--- src/rtl/mem_stage_dcache_if.sv ---
// Main-memory bus between the data cache (master) and main memory (slave).
//
// Handshake: the master raises out_memReq together with out_memWe,
// out_memAddr and out_memWData and holds all four constant until the cycle
// in which the slave pulses inp_memAck (inclusive). inp_memAck is a
// one-cycle completion pulse and may arrive in the very first request
// cycle. inp_memRData is valid only in the ack cycle of a read. The master
// drops out_memReq in the cycle after the ack.
interface mem_stage_dcache_if #(
  parameter int DATA_W = 16
);
  logic              out_memReq;
  logic              out_memWe;
  logic [15:0]       out_memAddr;
  logic [DATA_W-1:0] out_memWData;
  logic              inp_memAck;
  logic [DATA_W-1:0] inp_memRData;

  modport master (
    output out_memReq, out_memWe, out_memAddr, out_memWData,
    input  inp_memAck, inp_memRData
  );

  modport slave (
    input  out_memReq, out_memWe, out_memAddr, out_memWData,
    output inp_memAck, inp_memRData
  );
endinterface

--- src/rtl/mem_stage_dcache.sv ---
// Data-memory stage: direct-mapped, word-addressed, write-through,
// no-write-allocate data cache in front of a multi-cycle main memory.
// out_hit=1 means the access is complete (or there is none); MEM/RB
// latches only then.
module mem_stage_dcache #(
  parameter int INDEX_BITS = 3,
  parameter int DATA_W     = 16
) (
  input  logic              inp_clk,
  input  logic              inp_rst,
  input  logic [15:0]       inp_address,
  input  logic [DATA_W-1:0] inp_writeData,
  input  logic              inp_memRead,
  input  logic              inp_memWrite,
  output logic              out_hit,
  output logic [DATA_W-1:0] out_readMem,
  mem_stage_dcache_if.master mem_bus,
  output logic [15:0]       out_missCount,
  output logic [1:0]        out_dbgState
);
  localparam int LINES = 1 << INDEX_BITS;
  localparam int TAG_W = 16 - INDEX_BITS;

  typedef enum logic [1:0] {
    S_IDLE    = 2'd0,
    S_RD_MISS = 2'd1,
    S_WR_THRU = 2'd2,
    S_DONE    = 2'd3
  } state_t;

  state_t            state_q, state_d;
  logic [LINES-1:0]  valid_q, valid_d;
  logic [TAG_W-1:0]  tag_q  [LINES];
  logic [TAG_W-1:0]  tag_d  [LINES];
  logic [DATA_W-1:0] data_q [LINES];
  logic [DATA_W-1:0] data_d [LINES];
  logic [DATA_W-1:0] capture_q, capture_d;
  logic [15:0]       miss_cnt_q, miss_cnt_d;
  logic              req_q, req_d;
  logic              we_q, we_d;

  logic [INDEX_BITS-1:0] index;
  logic [TAG_W-1:0]      tag;
  logic                  lookup_hit;
  logic                  is_store;
  logic                  is_load;

  assign index      = inp_address[INDEX_BITS-1:0];
  assign tag        = inp_address[15:INDEX_BITS];
  assign lookup_hit = valid_q[index] && (tag_q[index] == tag);
  // A simultaneous read and write is treated as a store.
  assign is_store   = inp_memWrite;
  assign is_load    = inp_memRead & ~inp_memWrite;

  // Next-state, line update and counter logic for the miss/write-through FSM.
  always_comb begin
    state_d    = state_q;
    valid_d    = valid_q;
    tag_d      = tag_q;
    data_d     = data_q;
    capture_d  = capture_q;
    miss_cnt_d = miss_cnt_q;
    req_d      = req_q;
    we_d       = we_q;
    case (state_q)
      S_IDLE: begin
        if (is_store) begin
          state_d = S_WR_THRU;
          req_d   = 1'b1;
          we_d    = 1'b1;
        end else if (is_load && !lookup_hit) begin
          state_d = S_RD_MISS;
          req_d   = 1'b1;
          we_d    = 1'b0;
          if (miss_cnt_q != 16'hFFFF) miss_cnt_d = miss_cnt_q + 16'd1;
        end
      end
      S_RD_MISS: begin
        if (mem_bus.inp_memAck) begin
          // Conflicting line is simply replaced: write-through means it is clean.
          valid_d[index] = 1'b1;
          tag_d[index]   = tag;
          data_d[index]  = mem_bus.inp_memRData;
          capture_d      = mem_bus.inp_memRData;
          req_d          = 1'b0;
          state_d        = S_DONE;
        end
      end
      S_WR_THRU: begin
        if (mem_bus.inp_memAck) begin
          // No allocation on a store miss; only a resident line is refreshed.
          if (lookup_hit) data_d[index] = inp_writeData;
          capture_d = '0;
          req_d     = 1'b0;
          we_d      = 1'b0;
          state_d   = S_DONE;
        end
      end
      default: begin
        state_d = S_IDLE;
      end
    endcase
  end

  // Control state with synchronous reset; any in-flight request is abandoned.
  always_ff @(posedge inp_clk) begin
    if (inp_rst) begin
      state_q    <= S_IDLE;
      valid_q    <= '0;
      capture_q  <= '0;
      miss_cnt_q <= '0;
      req_q      <= 1'b0;
      we_q       <= 1'b0;
    end else begin
      state_q    <= state_d;
      valid_q    <= valid_d;
      capture_q  <= capture_d;
      miss_cnt_q <= miss_cnt_d;
      req_q      <= req_d;
      we_q       <= we_d;
    end
  end

  // Tag/data arrays need no reset; valid bits gate them. Frozen during reset.
  always_ff @(posedge inp_clk) begin
    if (!inp_rst) begin
      for (int i = 0; i < LINES; i++) begin
        tag_q[i]  <= tag_d[i];
        data_q[i] <= data_d[i];
      end
    end
  end

  // Pipeline-facing outputs; read hits return data in the same cycle.
  always_comb begin
    out_hit     = 1'b1;
    out_readMem = '0;
    case (state_q)
      S_IDLE: begin
        out_hit = ~(is_store | (is_load & ~lookup_hit));
        if (is_load && lookup_hit) out_readMem = data_q[index];
      end
      S_RD_MISS, S_WR_THRU: out_hit = 1'b0;
      default: out_readMem = capture_q;
    endcase
    if (inp_rst) begin
      out_hit     = 1'b1;
      out_readMem = '0;
    end
  end

  assign mem_bus.out_memReq   = req_q & ~inp_rst;
  assign mem_bus.out_memWe    = we_q & ~inp_rst;
  // Pipeline holds its inputs during a stall, so these stay constant.
  assign mem_bus.out_memAddr  = inp_address;
  assign mem_bus.out_memWData = inp_writeData;
  assign out_missCount        = miss_cnt_q;
  assign out_dbgState         = state_q;
endmodule

--- src/flat_wrapper.sv ---
// flat-port wrapper written by rule: the top's interface ports become plain ports
module mem_stage_dcache_flat 
#(
  parameter int INDEX_BITS = 3,
  parameter int DATA_W     = 16
)
  (inp_clk, inp_rst, inp_address, inp_writeData, inp_memRead, inp_memWrite, out_hit, out_readMem, out_missCount, out_dbgState, mem_bus_out_memReq, mem_bus_out_memWe, mem_bus_out_memAddr, mem_bus_out_memWData, mem_bus_inp_memAck, mem_bus_inp_memRData);
  mem_stage_dcache_if #(.DATA_W(DATA_W)) mem_bus_i ();
  input  logic inp_clk;
  input  logic inp_rst;
  input  logic [15:0] inp_address;
  input  logic [DATA_W-1:0] inp_writeData;
  input  logic inp_memRead;
  input  logic inp_memWrite;
  output logic out_hit;
  output logic [DATA_W-1:0] out_readMem;
  output logic [15:0] out_missCount;
  output logic [1:0] out_dbgState;
  output wire logic [$bits(mem_bus_i.out_memReq)-1:0] mem_bus_out_memReq;
  output wire logic [$bits(mem_bus_i.out_memWe)-1:0] mem_bus_out_memWe;
  output wire logic [$bits(mem_bus_i.out_memAddr)-1:0] mem_bus_out_memAddr;
  output wire logic [$bits(mem_bus_i.out_memWData)-1:0] mem_bus_out_memWData;
  input wire logic [$bits(mem_bus_i.inp_memAck)-1:0] mem_bus_inp_memAck;
  input wire logic [$bits(mem_bus_i.inp_memRData)-1:0] mem_bus_inp_memRData;
  assign mem_bus_out_memReq = mem_bus_i.out_memReq;
  assign mem_bus_out_memWe = mem_bus_i.out_memWe;
  assign mem_bus_out_memAddr = mem_bus_i.out_memAddr;
  assign mem_bus_out_memWData = mem_bus_i.out_memWData;
  assign mem_bus_i.inp_memAck = mem_bus_inp_memAck;
  assign mem_bus_i.inp_memRData = mem_bus_inp_memRData;
  mem_stage_dcache #(.INDEX_BITS(INDEX_BITS), .DATA_W(DATA_W)) u_core (.inp_clk(inp_clk), .inp_rst(inp_rst), .inp_address(inp_address), .inp_writeData(inp_writeData), .inp_memRead(inp_memRead), .inp_memWrite(inp_memWrite), .out_hit(out_hit), .out_readMem(out_readMem), .mem_bus(mem_bus_i), .out_missCount(out_missCount), .out_dbgState(out_dbgState));
endmodule
--- config.mk ---
export PLATFORM = sky130hd
export DESIGN_NAME = mem_stage_dcache_flat
export DESIGN_NICKNAME = d
export VERILOG_FILES = /design/src/rtl/mem_stage_dcache_if.sv /design/src/rtl/mem_stage_dcache.sv /design/src/flat_wrapper.sv
export SDC_FILE = /design/constraint.sdc
export NUM_CORES = 1
export LEC_CHECK = 0
export ABC_AREA = 0
export CAP_MARGIN = 20
export CORE_UTILIZATION = 40
export CTS_CLUSTER_SIZE = 12
export DETAILED_ROUTE_END_ITERATION = 12
export GPL_TIMING_DRIVEN = 1
export SYNTH_ARGS = -nofsm -noshare
export SYNTH_HDL_FRONTEND = slang
export SYNTH_SLANG_ARGS = --single-unit
--- constraint.sdc ---
create_clock -name inp_clk -period 6.9 [get_ports inp_clk]
set_clock_uncertainty 0.15 [all_clocks]
set_input_delay 0.69 -clock inp_clk [delete_from_list [all_inputs] [get_ports inp_clk]]
set_output_delay 0.69 -clock inp_clk [all_outputs]
set_load 0.02 [all_outputs]
==> results of run 1 <==
cell usage in the layout (no fill, tap or decap), types with 11 or more instances in the layout:
cell / netlist / routed
buf_4: 35 / 35
o22ai_1: 73 / 73
a22oi_1: 42 / 42
nor2b_1: 14 / 14
clkbuf_16: 0 / 31
mux2i_1: 48 / 48
dfxtp_1: 44 / 44
nor4_1: 25 / 25
clkdlybuf4s50_1: 0 / 119
clkbuf_1: 38 / 12
inv_1: 18 / 18
edfxtp_1: 232 / 232
nor2_1: 197 / 196
nand3_1: 11 / 11
nand2_1: 25 / 25
a21oi_1: 12 / 12
cells by family after synthesis:
group                      Yosys count  synth area share, %
AOI/OAI and AO/OA                  152                8.429
adders and majority gates            5               0.5255
muxes                               71                7.157
and+or+nand+nor                    312                12.11
xor gates and xnor gates            12               0.8828
DFF                                276                65.92
buffers and inverters              113                4.982
power groups by stage:
stage / clock [uW] / sequential, uW / combinational (uW)
global route: 1620 / 1870 / 659
global placement: 0 / 1900 / 600
floorplan: 0 / 1910 / 387
CTS: 1560 / 1870 / 607
finish: 1530 / 1870 / 601
detailed placement: 0 / 1900 / 604
through the flow:
step / setup WS, ns / instance area (um2) / hold WS (ns) / cells
finish: 1.356 / 14270 / 0.3277 / 1441
global route: 1.040 / 14270 / 0.3605 / 1441
CTS: 1.271 / 14270 / 0.3260 / 1441
detailed placement: 1.302 / 13330 / 0.3178 / 1386
global placement: 1.339 / 13330 / 0.3119 / 1386
floorplan: 2.985 / 11910 / 0.2978 / 941
layout make-up:
type	instances	area, um2	area share, %
Tap cell	384	480.5	3.366
Sequential cell	276	7848	54.97
Clock buffer	47	875.8	6.136
Clock inverter	8	72.57	0.5084
Multi-Input combinational cell	552	3467	24.29
Inverter	18	67.56	0.4733
Timing Repair Buffer	156	1464	10.26
routing by layer:
metal | track usage (%) | up-vias | part of all wire, %
li1 | - | 3681 | -
met1 | 26.94 | 3801 | 46
met2 | 30.74 | 218 | 48
met3 | 2.275 | 38 | 4.6
met4 | 4.601 | 0 | 1.8
met5 | 0 | - | 0
critical path, cell delays in order:
cell and delay (ns):
clkdlybuf4s50_1 0.93, nor2b_1 0.64, a22oi_1 0.20, nand2_1 0.12
xor2_1 0.40, nand4_1 0.24, nor4_4 0.29, buf_4 0.31
a22oi_1 0.12, nor2_1 0.13, clkdlybuf4s50_1 0.62
registers in the layout, indices dropped and copies added (netlist names):
register,cells
u_core.capture_q,16
u_core.data_q,128
u_core.out_dbgState,2
u_core.out_missCount,16
u_core.req_q,1
u_core.tag_q,104
u_core.valid_q,8
u_core.we_q,1
worst max path at each step:
stage / slack [ns] / endpoint / startpoint
after floorplan: 2.99 / out_readMem[10] / inp_address[2]
after global placement: 1.34 / out_readMem[13] / inp_address[0]
after detailed placement: 1.30 / out_readMem[6] / inp_address[0]
after CTS: 1.27 / out_readMem[5] / inp_address[0]
after global routing: 1.04 / out_readMem[10] / inp_address[0]
final: 1.36 / out_readMem[6] / inp_address[0]
==> flow_summary.toml, run 1 <==
[detailed_routing]
drtPass1Iterations = 5
wl_um = 28540
ant_nets = 0
drc = 0
routedWlPerCell_um = 19.81
drtIter0Drc = 600
vias = 7738
viasPerCell = 5.370

[cells_and_area]
drive_gt1_share_pct = 9.082
fin_nets = 1092
utilization_pct = 49.20
fill_cells = 2566
antennaDiodeCount = 0
area_delta_synth_final_pct = 19.91

[power]
power_leakage_uw = 0.004761
power_density_mw_per_mm2 = 280.2
seqPwrFrac_pct = 46.7
clkPwrFrac_pct = 38.2
intPower_uw = 2970
ir_drop_mv = 0.2024
switchingPower_uw = 1030
p_sw_share_pct = 25.74
p_total_uw = 3999
pwr-share-comb_pct = 15.0

[clocking]
cts_sinks = 276
post_cts_buffers = 0
cts_buffers = 30
cts_max_path_buffers = 3
cts_hold_buf = 0
clk_pin_slew_ns = 0.06
clock_latency_ns = 0.54
post_cts_resized = 0
htree_levels = 1
root_buffer = "clkbuf_16"
cts_tree = "yes"

[yosys]
yosysMostFrequentCell = "edfxtp_1"
synth_area_mm2 = 0.01191
ys_seq_elements = 276
yosysTopAreaCell = "edfxtp_1"
synth_area_leaders = "edfxtp_1 59%, dfxtp_1 7.4%, nor2_1 6.2%"
avgSynthCellArea_um2 = 12.65
synth_top_area_share_pct = 58.52
synth_nets = 999
synth-edff-count = 232
synth_cells = 941
netlist-cell-type-count = 51
seq_area_frac_synth_pct = 65.92
yosys_most_used_dff = "edfxtp_1"
synthTopCellsByCount = "232 x edfxtp_1, 197 x nor2_1, 73 x o22ai_1, 48 x mux2i_1, 44 x dfxtp_1"
ys_warn_count = 0
async_reset_ff_share_pct = 0

[place]
place_congestion = 0.7636
port_buffers = 121
dp_hpwl_um = 17700

[setup_path]
cp.required_ns = 6.06
worst_setup_path_start_kind = "input pin"
crit_type = "in2out"
r2r_slack_ns = 3.12
reg2reg_from = "u_core.tag_q[58]$_DFFE_PP_"
r2r-end = "u_core.data_q[33]$_DFFE_PP_"
crit_fanout = 16
critPathCaptureType = "primary output"
rr_worst_depth = 9
crit_arrival_ns = 4.70

[sta]
worst_pin_slew_ns = 1.014
fmax_mhz = 180.4
hold_viol = 0
setup_viol = 0
slew_violations = 0
fin_crit_sh_pct = 80.34
layout_min_cycle_time_ns = 5.544
fin_tns_setup_ns = 0
rsz0062_at_grt = "false"
slew_headroom_pct = 32.39

[grt]
grt_max_degree = 74
grt_pass1_vias = 7605
grt_overflow = 0
track_usage_pct = 18.89
antenna_found_initial = 0
grt_pass1_wl_um = 44710

[floorplan]
die-area_mm2 = 0.03046
ioPinCount = 122
start_util_pct = 41.03
row_count = 62
coreArea_mm2 = 0.02901
die_y_um = 174.5
die_w_um = 174.5

[worst_hold_path]
hp-start = "u_core.valid_q[5]$_SDFFE_PP0P_"
holdPathEnd = "u_core.valid_q[5]$_SDFFE_PP0P_"
hold_path_depth = 2
hold_path_class = "reg2reg"

[outcome]
status = "finished clean"

[flow_run]
drv_cap = 0
No activity file was read; power rests on OpenSTA's default activity.
==> run 2, diff against run 1 <==
==> constraint.sdc (replaced) <==
create_clock -name inp_clk -period 5.4 [get_ports inp_clk]
set_clock_uncertainty 0.15 [all_clocks]
set_input_delay 0.54 -clock inp_clk [delete_from_list [all_inputs] [get_ports inp_clk]]
set_output_delay 0.54 -clock inp_clk [all_outputs]
set_load 0.02 [all_outputs]
==> run 2 against run 1 <==
  * Critical path type unchanged
  * Worst setup slack worse by 0.73 ns
  * Die area stayed put
  * Utilization rose by 0.58 points
  * Sequential share of layout area fell by 0.64 points
  * Non-clock buffer count rose by 7
  * Power is 32% higher
  * Cell count grew 0.49%
  * Worst hold slack gained 0.0014 ns
==> flow_summary.toml, run 2 (same netlist as run 1, synthesis figures left out) <==
[grt]
track_usage_pct = 18.72
antenna_found_initial = 0
grt_max_degree = 43
grt_overflow = 0
grt_pass1_wl_um = 44440
grt_pass1_vias = 7636

[floorplan]
ioPinCount = 122
die-area_mm2 = 0.03046
die_w_um = 174.5
coreArea_mm2 = 0.02901
die_y_um = 174.5
row_count = 62
start_util_pct = 41.03

[cells_and_area]
fill_cells = 2524
design_area_mm2 = 0.01444
final_common_cell = "edfxtp_1"
area_delta_synth_final_pct = 21.31
top_regs = "u_core.data_q x128, u_core.tag_q x104"
antennaDiodeCount = 0
fin_nets = 1100
seq_area_mm2 = 0.007848
regMostFlops = "u_core.data_q"
multi_input_area_mm2 = 0.003465
largest_reg_flops = 128
layout_common_cells = "232 x edfxtp_1, 197 x nor2_1, 119 x clkdlybuf4s50_1"
drive_gt1_share_pct = 9.774
utilization_pct = 49.78

[detailed_routing]
drc = 0
drtPass1Iterations = 5
routedWlPerCell_um = 19.96
wl_um = 28900
vias = 7799
drtIter0Drc = 592
viasPerCell = 5.386
ant_nets = 0

[place]
place_congestion = 0.7728
place_area_mm2 = 0.01343
port_buffers = 121
dp_hpwl_um = 17620

[sta]
slew_headroom_pct = 35.47
fmax_mhz = 209.4
fin_tns_setup_ns = 0
setup_viol = 0
slew_violations = 0
fin_crit_sh_pct = 88.45
layout_min_cycle_time_ns = 4.776
worst_pin_slew_ns = 0.9679
rsz0062_at_grt = "false"
hold_viol = 0

[setup_path]
critPathCaptureType = "primary output"
crit_fanout = 18
worst_setup_path_start_kind = "input pin"
cp.required_ns = 4.71
crit_type = "in2out"
crit_arrival_ns = 4.09

[clocking]
cts_tree = "yes"
cts_max_path_buffers = 3
clock_latency_ns = 0.55
cts_buffers = 31
cts_hold_buf = 0
cts_sinks = 276
clk_pin_slew_ns = 0.06
post_cts_resized = 0
post_cts_buffers = 0
htree_levels = 1
root_buffer = "clkbuf_16"

[power]
p_sw_share_pct = 25.36
ir_drop_mv = 0.2548
power_density_mw_per_mm2 = 364.8
pwr-share-comb_pct = 14.6
clkPwrFrac_pct = 40.0
seqPwrFrac_pct = 45.4
switchingPower_uw = 1336
intPower_uw = 3932
power_leakage_uw = 0.004862

[flow_run]
drv_cap = 0

[worst_hold_path]
hold_path_class = "reg2reg"

[outcome]
status = "finished clean"
-- run 2: cell count changes in the layout (fill, tap and decap cells not counted) --
cell and delta:
clkinvlp_4 -1, clkbuf_1 -7, buf_12 +4, nor2_2 -1, clkinv_2 +3, clkinv_1 +5
bufinv_16 +4, clkbuf_8 -3, buf_4 +3, nor2_1 +1, inv_8 -1
-- run 2: power groups by stage --
stage	sequential (uW)	clock [uW]	combinational, uW
global route	2390	2230	846
detailed placement	2430	0	775
floorplan	2440	0	495
global placement	2430	0	769
finish	2390	2110	772
CTS	2390	2140	779
-- run 2: cell type report --
cell class	count	area share, %
clock buffer	37	5.596
clock inverter	18	1.438
inverter	18	0.4678
multi-input combinational	552	23.99
sequential	276	54.34
tap	384	3.327
timing repair buffer	163	10.85
-- run 2: through the flow --
| step | hold WS (ns) | power (uW) | instances | setup WS (ns) |
|---|---|---|---|---|
| 2_1_floorplan | 0.2978 | 2932 | 941 | 1.760 |
| 3_3_place_gp | 0.3150 | 3202 | 1393 | 0.7173 |
| 3_5_place_dp | 0.3194 | 3209 | 1393 | 0.6292 |
| 4_1_cts | 0.3288 | 5311 | 1448 | 0.6078 |
| 5_1_grt | 0.3608 | 5471 | 1448 | 0.3925 |
| 6_report | 0.3292 | 5268 | 1448 | 0.6238 |
-- run 2: layer usage --
metal / track usage [%] / share of wire, % / up-vias
li1: - / - / 3695
met1: 26.24 / 46 / 3859
met2: 30.69 / 48 / 200
met3: 2.581 / 4.7 / 45
met4: 4.674 / 2.0 / 0
met5: 0 / 0 / -
-- run 2: final timing paths --
kind	slack [ns]	to	start	cells past startpoint
setup / recovery	0.62	out_readMem[1]	inp_address[0]	12
setup reg to reg	1.70	u_core.data_q[126]$_DFFE_PP_	u_core.tag_q[6]$_DFFE_PP_	9
hold reg to reg	0.33	u_core.valid_q[5]$_SDFFE_PP0P_	u_core.valid_q[5]$_SDFFE_PP0P_	2
hold / removal	0.33	u_core.valid_q[5]$_SDFFE_PP0P_	u_core.valid_q[5]$_SDFFE_PP0P_	2
-- run 2: worst max-delay path: stages --
cell,delay (ns)
clkdlybuf4s50_1,0.45
buf_4,0.23
buf_4,0.28
mux2_2,0.36
a211oi_1,0.31
xor2_1,0.24
nand4_1,0.20
nor4_4,0.29
buf_4,0.30
a22oi_1,0.10
nor2_1,0.15
clkdlybuf4s50_1,0.63
